File: config.mk
export PLATFORM = sky130hd
export DESIGN_NAME = div_iter_unit_flat
export DESIGN_NICKNAME = d
export VERILOG_FILES = /design/src/rtl/div_iter_unit_if.sv /design/src/rtl/div_iter_unit.sv /design/src/flat_wrapper.sv
export SDC_FILE = /design/constraint.sdc
export NUM_CORES = 1
export LEC_CHECK = 0
export ABC_AREA = 1
export ABC_CLOCK_PERIOD_IN_PS = 3700
export BUFFER_PORTS_ARGS = -buffer_cell sky130_fd_sc_hd__buf_2
export CAP_MARGIN = 20
export CORE_MARGIN = 2
export CORE_UTILIZATION = 60
export CTS_BUF_LIST = sky130_fd_sc_hd__clkbuf_2
export CTS_CLUSTER_DIAMETER = 60
export DETAILED_ROUTE_END_ITERATION = 12
export GPL_ROUTABILITY_DRIVEN = 1
export PLACE_DENSITY_LB_ADDON = 0.2
export SETUP_SLACK_MARGIN = 0.02
export SKIP_LAST_GASP = 1
export SYNTH_ARGS = -nofsm -noshare
export SYNTH_HDL_FRONTEND = slang
export SYNTH_SLANG_ARGS = --single-unit
File: constraint.sdc
create_clock -name clk -period 3.7 [get_ports clk]
set_clock_uncertainty 0.05 [all_clocks]
set_input_delay 1.11 -clock clk [delete_from_list [all_inputs] [get_ports clk]]
set_output_delay 1.11 -clock clk [all_outputs]
set_load 0.1 [all_outputs]
File: src/rtl/div_iter_unit_if.sv
// Request/response bundle between M-extension issue and the iterative divider.
// The divider uses the slave side; issue/writeback logic uses the master side.
interface div_iter_unit_if #(
  parameter int XLEN  = 32,
  parameter int TAG_W = 5
);
  logic             iValid;
  logic             oReady;
  logic [1:0]       iDivOpEn;
  logic             iUnsigned;
  logic [XLEN-1:0]  iRs1;
  logic [XLEN-1:0]  iRs2;
  logic [TAG_W-1:0] iTag;
  logic             iFlush;
  logic             oValid;
  logic             iReady;
  logic [XLEN-1:0]  oResult;
  logic [TAG_W-1:0] oTag;
  logic             oBusy;

  modport slave (
    input  iValid, iDivOpEn, iUnsigned, iRs1, iRs2, iTag, iFlush, iReady,
    output oReady, oValid, oResult, oTag, oBusy
  );

  modport master (
    output iValid, iDivOpEn, iUnsigned, iRs1, iRs2, iTag, iFlush, iReady,
    input  oReady, oValid, oResult, oTag, oBusy
  );
endinterface

File: src/rtl/div_iter_unit.sv
// Iterative radix-2 restoring divider for DIV/DIVU/REM/REMU: one quotient bit per
// cycle on magnitudes, sign fix-up afterwards, zero-divisor/overflow resolved at accept.
module div_iter_unit #(
  parameter int XLEN  = 32,
  parameter int TAG_W = 5
) (
  input logic            clk,
  input logic            rst_n,
  div_iter_unit_if.slave bus
);
  localparam int CNT_W = $clog2(XLEN + 1);

  localparam logic [1:0] IDLE = 2'd0;
  localparam logic [1:0] CALC = 2'd1;
  localparam logic [1:0] FIX  = 2'd2;
  localparam logic [1:0] DONE = 2'd3;

  localparam logic [XLEN-1:0] MIN_INT  = {1'b1, {(XLEN-1){1'b0}}};
  localparam logic [XLEN-1:0] ALL_ONES = '1;

  logic [1:0]       state_reg;
  logic [CNT_W-1:0] cnt_reg;
  logic [XLEN-1:0]  rem_reg;
  logic [XLEN-1:0]  quo_reg;
  logic [XLEN-1:0]  dvs_reg;
  logic             neg_q_reg;
  logic             neg_r_reg;
  logic             rem_sel_reg;
  logic [XLEN-1:0]  result_reg;
  logic [TAG_W-1:0] tag_reg;

  logic             a_neg;
  logic             b_neg;
  logic [XLEN-1:0]  abs_a;
  logic [XLEN-1:0]  abs_b;
  logic             div_zero;
  logic             overflow;
  logic             rem_sel;
  logic [XLEN-1:0]  special_result;
  logic [XLEN:0]    shifted;
  logic [XLEN:0]    trial;
  logic [XLEN-1:0]  rem_next;
  logic [XLEN-1:0]  quo_next;
  logic [XLEN-1:0]  q_fix;
  logic [XLEN-1:0]  r_fix;

  // Encoding 2'b11 resolves to remainder, 2'b00 to quotient.
  assign rem_sel = bus.iDivOpEn[0];

  always_comb begin
    a_neg    = !bus.iUnsigned && bus.iRs1[XLEN-1];
    b_neg    = !bus.iUnsigned && bus.iRs2[XLEN-1];
    abs_a    = a_neg ? -bus.iRs1 : bus.iRs1;
    abs_b    = b_neg ? -bus.iRs2 : bus.iRs2;
    div_zero = (bus.iRs2 == '0);
    overflow = !bus.iUnsigned && (bus.iRs1 == MIN_INT) && (bus.iRs2 == ALL_ONES);
    special_result = '0;
    if (div_zero)
      special_result = rem_sel ? bus.iRs1 : ALL_ONES;
    else if (overflow)
      special_result = rem_sel ? '0 : MIN_INT;
  end

  // Partial remainder needs XLEN+1 bits so a divisor near 2^XLEN still compares correctly.
  always_comb begin
    shifted  = {rem_reg, quo_reg[XLEN-1]};
    trial    = shifted - {1'b0, dvs_reg};
    rem_next = shifted[XLEN-1:0];
    quo_next = {quo_reg[XLEN-2:0], 1'b0};
    if (!trial[XLEN]) begin
      rem_next = trial[XLEN-1:0];
      quo_next = {quo_reg[XLEN-2:0], 1'b1};
    end
    q_fix = neg_q_reg ? -quo_reg : quo_reg;
    r_fix = neg_r_reg ? -rem_reg : rem_reg;
  end

  always_ff @(posedge clk or negedge rst_n) begin
    if (!rst_n) begin
      state_reg   <= IDLE;
      cnt_reg     <= '0;
      rem_reg     <= '0;
      quo_reg     <= '0;
      dvs_reg     <= '0;
      neg_q_reg   <= 1'b0;
      neg_r_reg   <= 1'b0;
      rem_sel_reg <= 1'b0;
      result_reg  <= '0;
      tag_reg     <= '0;
    end else if (bus.iFlush) begin
      state_reg <= IDLE;
      cnt_reg   <= '0;
    end else begin
      case (state_reg)
        IDLE: begin
          if (bus.iValid) begin
            tag_reg     <= bus.iTag;
            rem_sel_reg <= rem_sel;
            if (div_zero || overflow) begin
              result_reg <= special_result;
              state_reg  <= DONE;
            end else begin
              quo_reg   <= abs_a;
              dvs_reg   <= abs_b;
              rem_reg   <= '0;
              neg_q_reg <= a_neg ^ b_neg;
              neg_r_reg <= a_neg;
              cnt_reg   <= CNT_W'(XLEN);
              state_reg <= CALC;
            end
          end
        end
        CALC: begin
          rem_reg <= rem_next;
          quo_reg <= quo_next;
          cnt_reg <= cnt_reg - 1'b1;
          if (cnt_reg == CNT_W'(1))
            state_reg <= FIX;
        end
        FIX: begin
          result_reg <= rem_sel_reg ? r_fix : q_fix;
          state_reg  <= DONE;
        end
        default: begin
          if (bus.iReady)
            state_reg <= IDLE;
        end
      endcase
    end
  end

  assign bus.oReady  = (state_reg == IDLE);
  assign bus.oBusy   = (state_reg != IDLE);
  assign bus.oValid  = (state_reg == DONE);
  assign bus.oResult = result_reg;
  assign bus.oTag    = tag_reg;

  a_op_onehot: assert property (@(posedge clk) disable iff (!rst_n)
                                bus.iValid |-> $onehot(bus.iDivOpEn));
endmodule

File: src/flat_wrapper.sv
// flat-port wrapper written by rule: the top's interface ports become plain ports
module div_iter_unit_flat 
#(
  parameter int XLEN  = 32,
  parameter int TAG_W = 5
)
  (clk, rst_n, bus_iValid, bus_iDivOpEn, bus_iUnsigned, bus_iRs1, bus_iRs2, bus_iTag, bus_iFlush, bus_iReady, bus_oReady, bus_oValid, bus_oResult, bus_oTag, bus_oBusy);
  div_iter_unit_if #(.XLEN(XLEN), .TAG_W(TAG_W)) bus_i ();
  input logic clk;
  input logic rst_n;
  input wire logic [$bits(bus_i.iValid)-1:0] bus_iValid;
  input wire logic [$bits(bus_i.iDivOpEn)-1:0] bus_iDivOpEn;
  input wire logic [$bits(bus_i.iUnsigned)-1:0] bus_iUnsigned;
  input wire logic [$bits(bus_i.iRs1)-1:0] bus_iRs1;
  input wire logic [$bits(bus_i.iRs2)-1:0] bus_iRs2;
  input wire logic [$bits(bus_i.iTag)-1:0] bus_iTag;
  input wire logic [$bits(bus_i.iFlush)-1:0] bus_iFlush;
  input wire logic [$bits(bus_i.iReady)-1:0] bus_iReady;
  output wire logic [$bits(bus_i.oReady)-1:0] bus_oReady;
  output wire logic [$bits(bus_i.oValid)-1:0] bus_oValid;
  output wire logic [$bits(bus_i.oResult)-1:0] bus_oResult;
  output wire logic [$bits(bus_i.oTag)-1:0] bus_oTag;
  output wire logic [$bits(bus_i.oBusy)-1:0] bus_oBusy;
  assign bus_i.iValid = bus_iValid;
  assign bus_i.iDivOpEn = bus_iDivOpEn;
  assign bus_i.iUnsigned = bus_iUnsigned;
  assign bus_i.iRs1 = bus_iRs1;
  assign bus_i.iRs2 = bus_iRs2;
  assign bus_i.iTag = bus_iTag;
  assign bus_i.iFlush = bus_iFlush;
  assign bus_i.iReady = bus_iReady;
  assign bus_oReady = bus_i.oReady;
  assign bus_oValid = bus_i.oValid;
  assign bus_oResult = bus_i.oResult;
  assign bus_oTag = bus_i.oTag;
  assign bus_oBusy = bus_i.oBusy;
  div_iter_unit #(.XLEN(XLEN), .TAG_W(TAG_W)) u_core (.clk(clk), .rst_n(rst_n), .bus(bus_i));
endmodule
# Word level (Yosys, flattened, before mapping)
# Cells that the tools add are included.
[classes] bitwise_logic=3 n_reduce_logical=19 n_eq_ne=12 n_addsub=6 n_mux=30
[ops] op="$mux 32" count=16
[ops] op="$pmux 32 s2" count=3
[ops] op="$neg 32->32" count=4
[ops] op="$eq 32x32->1 const B" count=2
[ops] op="$sub 33x32->33" count=1
[ops] op="$logic_not 32->1" count=1
[ops] op="$mux 6" count=3
[ops] op="$pmux 6 s2" count=1
[ops] op="$reduce_and 4->1" count=3
[ops] op="$mux 2" count=5
[ops] op="$reduce_and 3->1" count=3
[ops] op="$eq 6x1->1 const B" count=1
[ops] op="$ne 3x3->1 const B" count=2
[ops] op="$pmux 2 s3" count=1
[ops] op="$reduce_bool 2->1" count=3
[ops] op="$sub 6x1->6 const B" count=1
[ops] op="$reduce_bool 5->1" count=1
[ops] op="$eq 2x2->1 const B" count=2
[ops] op="$logic_and 1x1->1" count=4
[ops] op="$ne 2x2->1 const B" count=2
[ops] op="$ne 3x2->1 const B" count=1
[ops] op="$reduce_bool 3->1" count=1
[ops] op="$eq 2x1->1 const B" count=1
[ops] op="$logic_not 2->1" count=1
[ops] op="other kinds (6)" count=7
[word_totals] out_inout_bits=40 word_cells=80 in_bits=77 reg_bits=144

# Logic depth before layout (Yosys ltp)
# Gate-level depths: netlist of run 1.
[logic_depth] word_depth=8 depth_mapped=18 mapped_depth_nobuf=17

# Least setup slack after synthesis of run 1
# No wires, ideal clock.
[synth_timing] path_type="flip-flop to flip-flop" startpoint="reg u_core.state_reg[0]" endpoint="reg u_core.rem_reg[31]" stages_incl_launch_ff=10 n_path_buf=1 setup_time_ns=0.065 t_arrival_ns=3.255 setup_slack_ns=0.330 synth_period_minus_slack_ns=3.370 path_cell_list="dfrtp_1 -> inv_1 -> ha_1 -> inv_1 -> a21oi_1 -> nand2_4 -> nor2_8 -> buf_2 -> nand3_1 -> nand2_1"
[synth_between] elab_chain_cells=3
[synth_lines] item="start, declared" line_no="div_iter_unit.sv:21" source="logic [1:0] state_reg;"
[synth_lines] item="start signal, assigned" line_no="div_iter_unit.sv:80" source="state_reg <= IDLE;"
[synth_lines] item="start signal, assigned" line_no="div_iter_unit.sv:91" source="state_reg <= IDLE;"
[synth_lines] item="start signal, assigned" line_no="div_iter_unit.sv:101" source="state_reg <= DONE;"
[synth_lines] item="$logic_not 2->1 *"
[synth_lines] item="via bus_oReady" line_no="flat_wrapper.sv:19" source="output wire logic [$bits(bus_i.oReady)-1:0] bus_oReady;"
[synth_lines] item="$ne 2x2->1 (no source line) / $reduce_bool 2->1 (equally long branches)"
[synth_lines] item="$reduce_and 4->1 (no source line)"
[synth_lines] item="end signal, assigned" line_no="div_iter_unit.sv:114" source="rem_reg <= rem_next;"
[synth_lines] item="end, declared" line_no="div_iter_unit.sv:23" source="logic [XLEN-1:0] rem_reg;"
# Mark *: on every way through the listed nets, which the timed path passes. The rest lies on a longest branch.
# A chain may end at the register's enable or synchronous reset.

# Final worst setup path of run 1
[layout_timing] startpoint="reg u_core.state_reg[1]" endpoint="out bus_oBusy"
[layout_between] elab_chain_cells=1
[layout_lines] item="$reduce_bool 2->1" line_no="div_iter_unit.sv:133" source="assign bus.oBusy = (state_reg != IDLE);"
[layout_lines] item="end, declared" line_no="flat_wrapper.sv:23" source="output wire logic [$bits(bus_i.oBusy)-1:0] bus_oBusy;"
# No other way between the ends.

==> impl_metrics.csv, run 1 <==
group,metric,value,unit
sta,tns,0,ns
sta,finalHoldViolCount,0,
pwr,power_switching,6310,µW
place,gp_congestion,0.989,
final_layout,drive_gt1_frac,0.0999,
yosys,ys_seq_area_frac,0.268,
cts,clock-sinks,144,
run_status,outcome,"completed",
cts,clk_pin_slew,0.31,ns
sta,fmax,293,MHz
cts,cts_setup_buffers,0,
cts,clock_latency,0.79,ns
cts,cts_tree,"built",
critical_path,rrSetupSlack,0.52,ns
global_routing,met2_usage,0.552,
global_routing,antenna_found_initial,2,
floorplanning,fp.coreArea,21900,µm²
global_routing,grt_pass1_vias,13600,
route,vias_per_cell,5.67,
critical_path,end_kind,"primary output",
cts,cts_resized,0,
global_routing,grt_max_degree,59,
sta,min_period,3.41,ns
floorplanning,die_area,23600,µm²
pwr,combPwrFrac,0.656,
yosys,synth_largest_area_cell,"dfrtp_1",
floorplanning,die_x,154,µm
critical_path,rr_worst_depth,17,
route,drcViolationCount,0,
critical_path,arrival,2.25,ns
yosys,yosysWarnings,0,
route,wire_per_inst,16.1,µm
pwr,power_density,729,nW/µm²
global_routing,busiest_layer,"met2",
sta,finalSetupViolCount,0,
yosys,syn-instance-count,2251,
floorplanning,num_rows,54,
yosys,syn-cell-area,13400,µm²
critical_path,cp.required,2.54,ns
pwr,p_sw_frac,0.598,
global_routing,overflow,0,
critical_path,critPathLaunchType,"register",
global_routing,met3_usage,0.0561,
pwr,intPower,4240,µW
route,postRouteAntennaNets,0,
final_layout,layout_commonest_cell,"nand2_1",
sta,period_share,0.922,
route,vias,14900,
yosys,ys_top_cells_by_area,"dfrtp_1, nand2_1, inv_1, nand3_1, nor2_1",
final_layout,synthToLayoutAreaGrowth,7.65,%
sta,slew_headroom,0.538,
job,drv_cap,0,
cts,root_buffer,"clkbuf_2",
yosys,syn_nets,2372,
place,port_buffers,115,
pwr,p_leak,0.00806,µW
floorplanning,start_util,0.614,
critical_path,cp_max_fo,5,
cts,htree_levels,4,
yosys,synth.distinct_cells,47,
cts,numCtsBuffers,17,
final_layout,nets,2460,
yosys,syn_avg_cell_area,5.97,µm²
pwr,irDropWorstVdd,999,µV
cts,clk_path_buf_depth,2,
yosys,ys_ff_latch,144,
route,drt_iter0_drc,1656,
sta,drv_slew,0,
route,first_pass_iters,6,
cts,holdBufCountCts,0,
global_routing,grt_pass1_wl,68300,µm
sta,tightest_slew,0.686,ns
global_routing,use_met1,0.509,
route,wl,42400,µm
final_layout,mostFrequentLayoutCells,"nand2_1, inv_1, nor2_1",
floorplanning,fp.dieH,154,µm
floorplanning,ios,117,
place,dpl.hpwl,33600,µm
global_routing,grt_usage,0.359,
final_layout,finalCoreUtilization,0.661,
pwr,power_frac_clock,0.094,
critical_path,criticalPathCategory,"register to primary output",
sta,rsz0062_at_grt,"false",
yosys,synth_top_area_share,0.268,
min_path,hp-class,"input port to async pin",
pwr,seqPwrFrac,0.250,
final cells by class:
class                      count  area, µm²
clock inverter                14        158
fill                        2199       7410
multi-input combinational   1743       8360
antenna                        2       5.00
tap                          280        350
sequential                   144       3600
timing repair buffer         135        790
clock buffer                  18       90.1
inverter                     298       1120
power by group through the flow:
stage | Clock (µW) | Sequential, µW | Combinational (µW)
floorplan | 0 | 3890 | 3920
global placement | 0 | 2630 | 6640
detailed placement | 0 | 2650 | 6760
CTS | 994 | 2620 | 6800
global route | 1050 | 2700 | 7560
finish | 994 | 2640 | 6920
critical path: stages, from the launching register on:
cell,delay (ns)
dfrtp_1,0.48
inv_1,0.08
ha_1,0.28
inv_1,0.16
buf_2,0.45
metrics by stage:
| stage | total power [µW] | std cells | setup WS, ns | hold slack [ns] | area (µm²) |
|---|---|---|---|---|---|
| floorplan | 7810 | 2251 | 0.330 | 0.403 | 13400 |
| global placement | 9270 | 2599 | 0.368 | 0.409 | 14200 |
| detailed placement | 9410 | 2599 | 0.333 | 0.411 | 14200 |
| CTS | 10400 | 2631 | 0.258 | 0.179 | 14400 |
| global route | 11300 | 2634 | 0.186 | 0.203 | 14500 |
| finish | 10600 | 2634 | 0.290 | 0.209 | 14500 |
worst paths after layout:
check | start | to
max in group asynchronous | rst_n | u_core.dvs_reg[15]$_DFFE_PN0P_
hold / removal | rst_n | u_core.state_reg[1]$_DFFE_PN0P_
hold reg to reg | u_core.bus.oResult[0]$_DFFE_PN0P_ | u_core.bus.oResult[0]$_DFFE_PN0P_
setup / recovery | u_core.state_reg[1]$_DFFE_PN0P_ | bus_oBusy
min in group clk | u_core.bus.oResult[0]$_DFFE_PN0P_ | u_core.bus.oResult[0]$_DFFE_PN0P_
setup reg to reg | u_core.quo_reg[31]$_DFFE_PN0P_ | u_core.rem_reg[21]$_DFFE_PN0P_
cell families (layout without fill, tap and decap cells):
group                      count (synthesis)  count (layout)  share of synthesized area
other                                      0               2                          0
AOI/OAI and AO/OA                        287             287                      0.118
xor gates and xnor gates                  58              58                     0.0378
and+or+nand+nor                         1354            1354                      0.424
DFF                                      144             144                      0.268
buffers and inverters                    364             465                      0.110
adders and majority gates                 44              44                     0.0415
synth_stat cells, drive strengths merged:
cell type	n
clkinv	3
or2	7
fa	1
nand3b	13
a22oi	1
a21oi	89
clkbuf	34
inv	295
a21o	2
buf	32
nand2b	1
nor3	18
nor2	233
and3	3
o211ai	8
nand4	35
xor2	34
nor3b	1
nand3	208
xnor2	24
nor4	2
and2	2
o31ai	6
dfrtp	144
o22ai	5
a31oi	4
nand2	831
ha	43
o21bai	4
o311ai	1
o21ai	167
per-layer routing:
layer  share of wire  vias up
li1                -     7320
met1            0.45     6832
met2            0.44      677
met3           0.079      114
met4           0.037        0
met5               0        -
No activity file was read; power rests on OpenSTA's default activity.
==> run 2, diff against run 1 <==
Settings changed: CORE_UTILIZATION 60 to 64, CTS_CLUSTER_DIAMETER 60 to unset.
==> impl_metrics.csv, run 2 (synthesis gave the netlist of run 1 again) <==
group,metric,value,unit
critical_path,end_kind,"primary output",
place,port_buffers,115,
place,post-place-cells,2596,
pwr,seqPwrFrac,0.249,
critical_path,cp.required,2.54,ns
pwr,power_frac_clock,0.094,
job,drv_cap,0,
global_routing,grt_pass1_wl,68000,µm
cts,htree_levels,4,
global_routing,grt_max_degree,55,
route,vias,15200,
pwr,combPwrFrac,0.657,
cts,cts_tree,"built",
global_routing,antenna_found_initial,1,
critical_path,rr_worst_depth,17,
floorplanning,fp.dieH,149,µm
run_status,outcome,"completed",
final_layout,design_area,14500,µm²
final_layout,fillers,1951,
final_layout,antenna_cells,0,
sta,slew_headroom,0.504,
sta,period_share,0.915,
sta,tns,0,ns
sta,min_period,3.39,ns
cts,numCtsBuffers,17,
pwr,power_density,731,nW/µm²
critical_path,arrival,2.23,ns
floorplanning,die_area,22200,µm²
cts,root_buffer,"clkbuf_2",
global_routing,overflow,0,
final_layout,finalCoreUtilization,0.694,
cts,clk_path_buf_depth,2,
pwr,irDropWorstVdd,1190,µV
final_layout,synthToLayoutAreaGrowth,7.52,%
cts,clk_pin_slew,0.25,ns
global_routing,grt_usage,0.385,
route,vias_per_cell,5.77,
place,dpl.hpwl,33500,µm
final_layout,drive_gt1_frac,0.101,
floorplanning,ios,117,
floorplanning,die_x,149,µm
pwr,p_sw_frac,0.600,
route,postRouteAntennaNets,0,
floorplanning,start_util,0.646,
place,place_area,14200,µm²
cts,clock-sinks,144,
place,gp_congestion,1.02,
pwr,power.total,10600,µW
sta,finalHoldViolCount,0,
critical_path,cp_max_fo,5,
final_layout,seq_area,3600,µm²
final_layout,nets,2461,
global_routing,grt_pass1_vias,13500,
critical_path,criticalPathCategory,"register to primary output",
sta,fmax,295,MHz
route,wl,42700,µm
route,drcViolationCount,0,
route,drt_iter0_drc,1741,
sta,rsz0062_at_grt,"false",
sta,finalSetupViolCount,0,
route,first_pass_iters,7,
final_layout,mostFrequentLayoutCells,"nand2_1, inv_1, nor2_1",
pwr,power_switching,6350,µW
cts,holdBufCountCts,0,
cts,cts_setup_buffers,0,
pwr,intPower,4230,µW
cts,clock_latency,0.78,ns
sta,tightest_slew,0.740,ns
floorplanning,num_rows,53,
cts,cts_resized,0,
min_path,hp-class,"input port to async pin",
critical_path,critPathLaunchType,"register",
floorplanning,fp.coreArea,20800,µm²
final_layout,fin_cells,2627,
final_layout,layout_commonest_cell,"nand2_1",
final_layout,multi_input_area,8360,µm²
sta,drv_slew,0,
route,wire_per_inst,16.3,µm
pwr,p_leak,0.00806,µW
run 2: cell types whose count changed in the layout (fill, tap and decap cells not counted), moves of 2 or more:
cell,delta
clkinv_4,-4
inv_6,+4
clkinv_1,-2
diode_2,-2
run 2: worst max-delay path, stage by stage (launching register included):
cell,delay [ns]
dfrtp_1,0.47
inv_1,0.08
ha_1,0.29
inv_1,0.16
buf_2,0.45
run 2: layer usage:
layer	part of all wire	vias up	track usage
li1	-	7314	-
met1	0.43	6945	0.541
met2	0.45	789	0.610
met3	0.092	112	0.0554
met4	0.034	0	0.133
met5	0	-	0
run 2: power groups by stage:
stage | Combinational, µW | Clock [µW] | Sequential, µW
2_1_floorplan | 3920 | 0 | 3890
3_3_place_gp | 6640 | 0 | 2610
3_5_place_dp | 6780 | 0 | 2640
4_1_cts | 6820 | 991 | 2610
5_1_grt | 7530 | 1050 | 2700
6_report | 6940 | 996 | 2640
run 2: area by class of cell:
cell class / instances / share of cell area
clock inverter: 13 / 0.0105
sequential: 144 / 0.249
inverter: 298 / 0.0775
timing repair buffer: 136 / 0.0546
clock buffer: 18 / 0.00623
tap: 275 / 0.0238
multi-input combinational: 1743 / 0.578
run 2: worst paths after layout:
check	from	to	slack, ns
hold reg to reg	u_core.bus.oResult[22]$_DFFE_PN0P_	u_core.bus.oResult[22]$_DFFE_PN0P_	0.46
hold / removal	rst_n	u_core.rem_reg[10]$_DFFE_PN0P_	0.18
max in group asynchronous	rst_n	u_core.quo_reg[25]$_DFFE_PN0P_	2.68
setup reg to reg	u_core.quo_reg[31]$_DFFE_PN0P_	u_core.rem_reg[21]$_DFFE_PN0P_	0.52
min in group clk	u_core.bus.oResult[22]$_DFFE_PN0P_	u_core.bus.oResult[22]$_DFFE_PN0P_	0.46
setup / recovery	u_core.state_reg[0]$_DFFE_PN0P_	bus_oBusy	0.31
run 2: stage by stage:
stage,setup WS [ns],hold WS (ns)
after floorplan,0.330,0.403
after global placement,0.436,0.409
after detailed placement,0.321,0.411
after CTS,0.288,0.176
after global routing,0.164,0.162
final,0.314,0.175
